**src/rtl/bcd_gate_ctrl_if.sv**
```systemverilog
// Bundle between bcd_gate_ctrl, its two-digit counter, and the control/readout side.
// The master side drives the control inputs; the slave side is the controller.
interface bcd_gate_ctrl_if;
    logic       start;
    logic       stop;
    logic       ev;
    logic [7:0] limit;
    logic [7:0] cnt_val;
    logic       cnt_x;
    logic       cnt_clr;
    logic       busy;
    logic [7:0] rd_data;
    logic       rd_valid;
    logic       rd_ack;
    logic       hit;
    logic       ovf;

    modport master (
        output start, stop, ev, limit, cnt_val, rd_ack,
        input  cnt_x, cnt_clr, busy, rd_data, rd_valid, hit, ovf
    );

    modport slave (
        input  start, stop, ev, limit, cnt_val, rd_ack,
        output cnt_x, cnt_clr, busy, rd_data, rd_valid, hit, ovf
    );
endinterface

```
**src/rtl/bcd_gate_ctrl.sv**
```systemverilog
// Gated event counter controller: opens a window on start, drives an external 0..99
// counter until the limit or stop, then holds the final count until acknowledged.
module bcd_gate_ctrl (
    input  logic             clk,
    input  logic             reset,
    bcd_gate_ctrl_if.slave   bus
);
    localparam int unsigned CNT_W   = 8;
    localparam logic [CNT_W-1:0] CNT_MAX = CNT_W'(99);

    typedef enum logic [1:0] {IDLE, CLR, RUN, REPORT} state_e;

    state_e           state_q, state_d;
    logic [CNT_W-1:0] limit_q, limit_d;
    logic [CNT_W-1:0] rd_data_q, rd_data_d;
    logic             rd_valid_q, rd_valid_d;
    logic             hit_q, hit_d;
    logic             ovf_q, ovf_d;
    logic             busy_q, busy_d;
    logic             lim_hit_c;
    logic             cnt_x_c;

    // Limit match only applies to limits in counter range; larger limits never match.
    always_comb begin
        lim_hit_c = (state_q == RUN) && (limit_q <= CNT_MAX) && (bus.cnt_val == limit_q);
        cnt_x_c   = (state_q == RUN) && bus.ev && !bus.stop && (bus.cnt_val != limit_q);

        state_d    = state_q;
        limit_d    = limit_q;
        rd_data_d  = rd_data_q;
        rd_valid_d = rd_valid_q;
        hit_d      = hit_q;
        ovf_d      = ovf_q;
        busy_d     = busy_q;

        case (state_q)
            IDLE: begin
                if (bus.start) begin
                    state_d = CLR;
                    limit_d = bus.limit;
                    busy_d  = 1'b1;
                end
            end
            CLR: begin
                state_d = RUN;
                hit_d   = 1'b0;
                ovf_d   = 1'b0;
            end
            RUN: begin
                if (cnt_x_c && (bus.cnt_val == CNT_MAX)) begin
                    ovf_d = 1'b1;
                end
                // cnt_x is low on the exit cycle, so cnt_val is already the final count.
                if (lim_hit_c || bus.stop) begin
                    state_d    = REPORT;
                    rd_data_d  = bus.cnt_val;
                    hit_d      = lim_hit_c;
                    rd_valid_d = 1'b1;
                    busy_d     = 1'b0;
                end
            end
            REPORT: begin
                if (bus.rd_ack) begin
                    state_d    = IDLE;
                    rd_valid_d = 1'b0;
                end
            end
            default: begin
                state_d = IDLE;
            end
        endcase
    end

    always_ff @(posedge clk) begin
        if (!reset) begin
            state_q    <= IDLE;
            limit_q    <= '0;
            rd_data_q  <= '0;
            rd_valid_q <= 1'b0;
            hit_q      <= 1'b0;
            ovf_q      <= 1'b0;
            busy_q     <= 1'b0;
        end else begin
            state_q    <= state_d;
            limit_q    <= limit_d;
            rd_data_q  <= rd_data_d;
            rd_valid_q <= rd_valid_d;
            hit_q      <= hit_d;
            ovf_q      <= ovf_d;
            busy_q     <= busy_d;
        end
    end

    // Counter controls are combinational so the counter sees them in the same cycle.
    assign bus.cnt_x    = cnt_x_c;
    assign bus.cnt_clr  = (state_q == CLR) || !reset;
    assign bus.busy     = busy_q;
    assign bus.rd_data  = rd_data_q;
    assign bus.rd_valid = rd_valid_q;
    assign bus.hit      = hit_q;
    assign bus.ovf      = ovf_q;
endmodule

```
**src/flat_wrapper.sv**
```systemverilog
// flat-port wrapper written by rule: the top's interface ports become plain ports
module bcd_gate_ctrl_flat 
  (clk, reset, bus_start, bus_stop, bus_ev, bus_limit, bus_cnt_val, bus_rd_ack, bus_cnt_x, bus_cnt_clr, bus_busy, bus_rd_data, bus_rd_valid, bus_hit, bus_ovf);
  bcd_gate_ctrl_if bus_i ();
  input  logic clk;
  input  logic reset;
  input wire logic [$bits(bus_i.start)-1:0] bus_start;
  input wire logic [$bits(bus_i.stop)-1:0] bus_stop;
  input wire logic [$bits(bus_i.ev)-1:0] bus_ev;
  input wire logic [$bits(bus_i.limit)-1:0] bus_limit;
  input wire logic [$bits(bus_i.cnt_val)-1:0] bus_cnt_val;
  input wire logic [$bits(bus_i.rd_ack)-1:0] bus_rd_ack;
  output wire logic [$bits(bus_i.cnt_x)-1:0] bus_cnt_x;
  output wire logic [$bits(bus_i.cnt_clr)-1:0] bus_cnt_clr;
  output wire logic [$bits(bus_i.busy)-1:0] bus_busy;
  output wire logic [$bits(bus_i.rd_data)-1:0] bus_rd_data;
  output wire logic [$bits(bus_i.rd_valid)-1:0] bus_rd_valid;
  output wire logic [$bits(bus_i.hit)-1:0] bus_hit;
  output wire logic [$bits(bus_i.ovf)-1:0] bus_ovf;
  assign bus_i.start = bus_start;
  assign bus_i.stop = bus_stop;
  assign bus_i.ev = bus_ev;
  assign bus_i.limit = bus_limit;
  assign bus_i.cnt_val = bus_cnt_val;
  assign bus_i.rd_ack = bus_rd_ack;
  assign bus_cnt_x = bus_i.cnt_x;
  assign bus_cnt_clr = bus_i.cnt_clr;
  assign bus_busy = bus_i.busy;
  assign bus_rd_data = bus_i.rd_data;
  assign bus_rd_valid = bus_i.rd_valid;
  assign bus_hit = bus_i.hit;
  assign bus_ovf = bus_i.ovf;
  bcd_gate_ctrl u_core (.clk(clk), .reset(reset), .bus(bus_i));
endmodule
```
**config.mk**
```make
export PLATFORM = sky130hd
export DESIGN_NAME = bcd_gate_ctrl_flat
export DESIGN_NICKNAME = d
export VERILOG_FILES = /design/src/rtl/bcd_gate_ctrl_if.sv /design/src/rtl/bcd_gate_ctrl.sv /design/src/flat_wrapper.sv
export SDC_FILE = /design/constraint.sdc
export NUM_CORES = 1
export LEC_CHECK = 0
export CAP_MARGIN = 20
export CORE_MARGIN = 4
export CORE_UTILIZATION = 41
export DETAILED_ROUTE_END_ITERATION = 10
export PLACE_DENSITY = 0.75
export SLEW_MARGIN = 20
export SYNTH_ARGS = -nofsm -noshare
export SYNTH_HDL_FRONTEND = slang
export SYNTH_SLANG_ARGS = --single-unit
```
**constraint.sdc**
```tcl
create_clock -name clk -period 1.7 [get_ports clk]
set_input_delay 0.34 -clock clk [delete_from_list [all_inputs] [get_ports clk]]
set_output_delay 0.34 -clock clk [all_outputs]
set_load 0.05 [all_outputs]
```
# Word level (Yosys, flattened, before mapping)

Cells that the tools add are included.

Memories: 0
Register bits: 22
Logic and storage cells: 53
RAM bits: 0
Output and inout port bits: 14
Input bits: 22
ROM bits: 0
Bits in latches: 0

Bitwise logic cells: 0
$mul: 0
Reduce and logical (&&, ||, !) cells: 21
Shift-type cells: 0
Divide/modulo/power cells: 0
Eq/ne operators: 10
Order comparisons: 1
Multiplexer cells: 14
Add/subtract/negate cells: 0

Operators with widths:

| cell                 | count |
|---|---|
| $reduce_and A3 Y1    | 3 |
| $eq A8 B7 Y1 const B | 1 |
| $eq A8 B8 Y1         | 1 |
| $le A8 B7 Y1 const B | 1 |
| $ne A2 B2 Y1 const B | 4 |
| $ne A8 B8 Y1         | 1 |
| $pmux W1 S2          | 4 |
| $pmux W2 S4          | 1 |
| $reduce_and A2 Y1    | 4 |
| $logic_and A1 B1 Y1  | 6 |
| $mux W1              | 6 |
| $mux W2              | 3 |
| $reduce_bool A2 Y1   | 3 |
| $eq A2 B2 Y1 const B | 2 |
| $eq A2 B1 Y1 const B | 1 |
| $logic_not A1 Y1     | 2 |
| $logic_not A2 Y1     | 1 |
| $logic_or A1 B1 Y1   | 2 |

# Longest topological paths before layout

Word-level depth: 7
Gate-level depth with buffers: 8
Depth with buffers taken out: 7

# Worst setup path after synthesis

OpenSTA, ideal clock, no wires.

Path kind: flip-flop to output port
Start: register u_core.state_q[0]
End: output port bus_cnt_x
Required time: 1.360 ns
Arrival: 1.365 ns
Stages on the path, launching flop included: 6
Buffers on the path: 1
Slack: -0.005 ns
Cells stage by stage: dfxtp_1 > inv_1 > ha_1 > buf_4 > nor2b_1 > and3_1

Longest elaborated chain between the ends: 4

Ends and longest elaborated chain:

| item                              | line                | text |
|---|---|---|
| from (decl)                       | bcd_gate_ctrl.sv:13 | `state_e state_q, state_d;` |
| from (signal assigned)            | bcd_gate_ctrl.sv:84 | `state_q <= state_d;` |
| $eq A2 B2 Y1                      | bcd_gate_ctrl.sv:26 | `cnt_x_c = (state_q == RUN) && bus.ev && !bus.stop && (bus.cnt_val != limit_q);` |
| $logic_and A1 B1 Y1 (3 in series) | bcd_gate_ctrl.sv:26 |  |
| to (decl)                         | flat_wrapper.sv:13  | `output wire logic [$bits(bus_i.cnt_x)-1:0] bus_cnt_x;` |

No other way between the ends.

# Worst setup path in the final report

Start: input port bus_cnt_val[4]
End: output port bus_cnt_x

Longest elaborated chain between the ends: 2

Ends and longest elaborated chain:

| item                | line                | text |
|---|---|---|
| from (decl)         | flat_wrapper.sv:11  | `input wire logic [$bits(bus_i.cnt_val)-1:0] bus_cnt_val;` |
| $ne A8 B8 Y1        | bcd_gate_ctrl.sv:26 |  |
| $logic_and A1 B1 Y1 | bcd_gate_ctrl.sv:26 |  |

No other way between the ends.

==> impl_metrics.ini <==
[outcome]
status = finished with violations
violations = setup timing

[sta]
rsz0062_at_grt = true
finalCritPeriodShare = 1.11
hold_violations = 0
worstMarginPinSlew_ns = 0.589
slew_viol_final = 0
slew_headroom = 0.605
max_freq_ghz = 0.530
fin_ws_ns = -0.187
finalSetupViolations = 6
clock_skew_ns = 0.00258
finalWorstPathRequiredPeriod_ns = 1.89

[critical_path]
cp_top_family = simple AND/OR/NAND/NOR gates
cp_slowest_cell = nor4_4
critPathArrivalTime_ns = 1.55
crit_chain = dlygate4sd2_1 > xor2_2 > nor4_4 > nand2_1 > and3_4 > buf_8
cp-end-kind = output port
path_buf_inv = 2
startpoint_type = input port
worstPathRequired_ns = 1.36
crit_fanout = 2
path_class = input port to output port
max_stage_delay_ns = 0.31

[logic_synthesis]
syn_area_per_cell_sq_um = 8.74
synth_common_cells = 30 x nand2_1, 22 x dfxtp_1, 10 x a21boi_0, 10 x mux2i_1, 9 x nand3_1
yosysMostFrequentCell = nand2_1
ys_async_sr_fraction = 0
yosys.cell_types.count = 29
synth_top_area_frac = 0.382
synth-edff-count = 0
ys_ff_latch = 22
yosys_warnings = 0
ys_seq_area_frac = 0.382
synthFlopType = dfxtp_1
netlist_instances = 132
syn-num-nets = 158
synthesis.area_sq_um = 1150
synth.area.top_cells = dfxtp_1 38%, nand2_1 9.8%, mux2i_1 8.7%, a21boi_0 6.5%, xor2_1 6.1%
yosysTopAreaCell = dfxtp_1

[clock_tree]
cts_buffers = 3
htreeDepth = 1
ctsHoldBuffers = 0
cts_sinks = 22
clk_path_buf_depth = 2
path_clk_slew_ns = 0.12
tritoncts = built
cts_root_buffer = clkbuf_4
clkLatencyLatePin_ns = 0.31

[detailed_routing]
drt_pass1_iterations = 4
wl_per_cell_microns = 12.9
routed_wl_mm = 2.74
wirelength_met1_mm = 1.21
vias = 1059
dr_wl_met2_mm = 1.38
dr_wl_met3_microns = 133
drt_iter0_drc = 38
postRouteAntennaNets = 0
vias_per_cell = 5.00
top_layer = met4
drc = 0

[die]
initial_core_util = 0.445
die_h_microns = 61.0
fp.coreArea_sq_um = 2590
rows = 18
dieArea_sq_um = 3730
io_pins = 36
die_w_microns = 61.0

[placement]
portBuffers = 35
place_ws_ns = -0.475
detailed_place_hpwl_mm = 2.19
gp_congestion = 0.801

[pwr]
comb_power_share = 0.426
p_per_area_nw_per_um2 = 1070
finalPower_mw = 1.88
p_seq_frac = 0.362
p_sw_frac = 0.362
power.clock.fraction = 0.212
vdd.ir_drop.worst_uv = 1110
p_switching_mw = 0.681
p_leak_nw = 0.791
intPower_mw = 1.20

[grt]
grt_pass1_wl_mm = 4.64
grt_pass1_vias = 1036
grtUsageTotal = 0.167
antenna_found_initial = 0
grt_max_degree = 19
grt-ovfl-total = 0

[job]
maxCapViolations = 0

[finish]
antenna_cells = 0
layout-drive-gt1-share = 0.319
nets = 209
syn2layout_area_growth_pct = 52.0

[worst_hold_path]
hold_class = input port to register
cells in the final DEF, fill, tap and decap left out, types with 2 or more instances in the layout:
| cell type | instances |
|---|---|
| nand2_1 | 29 |
| buf_4 | 29 |
| dfxtp_1 | 16 |
| clkdlybuf4s50_1 | 13 |
| mux2i_1 | 10 |
| a21boi_0 | 10 |
| nand3_1 | 9 |
| dlygate4sd2_1 | 7 |
| xor2_1 | 6 |
| dfxtp_2 | 5 |
| o21ai_0 | 4 |
| inv_2 | 3 |
| nor2_1 | 3 |
| clkbuf_4 | 3 |
| xor2_2 | 2 |
| nor2b_1 | 2 |
| a21oi_1 | 2 |
| a31oi_1 | 2 |
| ha_1 | 2 |
| ha_4 | 2 |
stage by stage:
stage	util	cell area (sq um)	cells	hold slack, ns	setup TNS (ns)
2_1_floorplan	-	1150	132	0.455	0
3_3_place_gp	0.616	1600	206	0.444	-5.19
3_5_place_dp	0.616	1600	206	0.460	-5.51
4_1_cts	0.646	1670	211	0.449	-1.52
5_1_grt	0.677	1750	212	0.376	-1.44
6_report	0.677	1750	212	0.349	-0.236
worst register-to-register path, stage by stage, from the launching register on:
cell and delay (ns):
dfxtp_1 0.42, xor2_1 0.20, nor4_2 0.06, buf_4 0.13
nand4_2 0.08, a21boi_2 0.51, mux2i_1 0.26
what timing repair did:
action                                  in CTS  in global routing
gates cloned                                 0                  0
pin swaps                                    4                  5
setup buffers                                1                  1
hold endpoints to repair                     0                  0
endpoints found under the setup margin      12                 14
resized for setup                           16                 19
power by group through the flow:
stage	Combinational [mW]	Clock [mW]	Sequential, mW
after floorplan	0.333	0	0.793
after global placement	0.718	0	0.671
after detailed placement	0.738	0	0.679
after CTS	0.748	0.413	0.671
after global routing	0.867	0.441	0.696
final	0.801	0.399	0.682
state kept, by name, summed over array words and instances (netlist names):
signal / cells
u_core.bus.busy: 1
u_core.bus.hit: 1
u_core.bus.rd_data: 8
u_core.bus.ovf: 1
u_core.state_q: 2
u_core.limit_q: 8
u_core.bus.rd_valid: 1
worst paths after layout:
path / cells past startpoint / to / from / slack [ns]
max: 6 / bus_cnt_x / bus_cnt_val[4] / -0.19
min: 3 / u_core.bus.rd_data[5]$_SDFFE_PN0P_ / bus_cnt_val[5] / 0.35
max reg2reg: 6 / u_core.bus.rd_data[3]$_SDFFE_PN0P_ / u_core.limit_q[7]$_SDFFE_PN0P_ / -0.02
min reg2reg: 2 / u_core.bus.rd_data[5]$_SDFFE_PN0P_ / u_core.bus.rd_data[5]$_SDFFE_PN0P_ / 0.47
final cells by class:
cell class	count	area, sq um
clock buffers	3	22.5
clock inverters	1	30.0
fillers	217	837
inverters	4	15.0
multi-input cells	99	729
flip-flops and latches	22	450
well taps	30	37.5
repair buffers	53	468
cells by family (layout without fill, tap and decap cells):
group                      count (synthesis)  after routing  share of synthesized area
and+or+nand+nor                           54             54                      0.234
buffers and inverters                     11             61                     0.0521
xor gates and xnor gates                   8              8                     0.0607
AOI/OAI and AO/OA                         23             23                      0.141
adders and majority gates                  4              4                     0.0434
muxes                                     10             10                     0.0868
DFF                                       22             22                      0.382
layer usage:
layer	track usage	vias up
met1	0.214	485
met3	0.0566	2
met2	0.273	22
met5	0	-
li1	-	550
met4	0.0372	0
No activity file was read; power rests on OpenSTA's default activity.
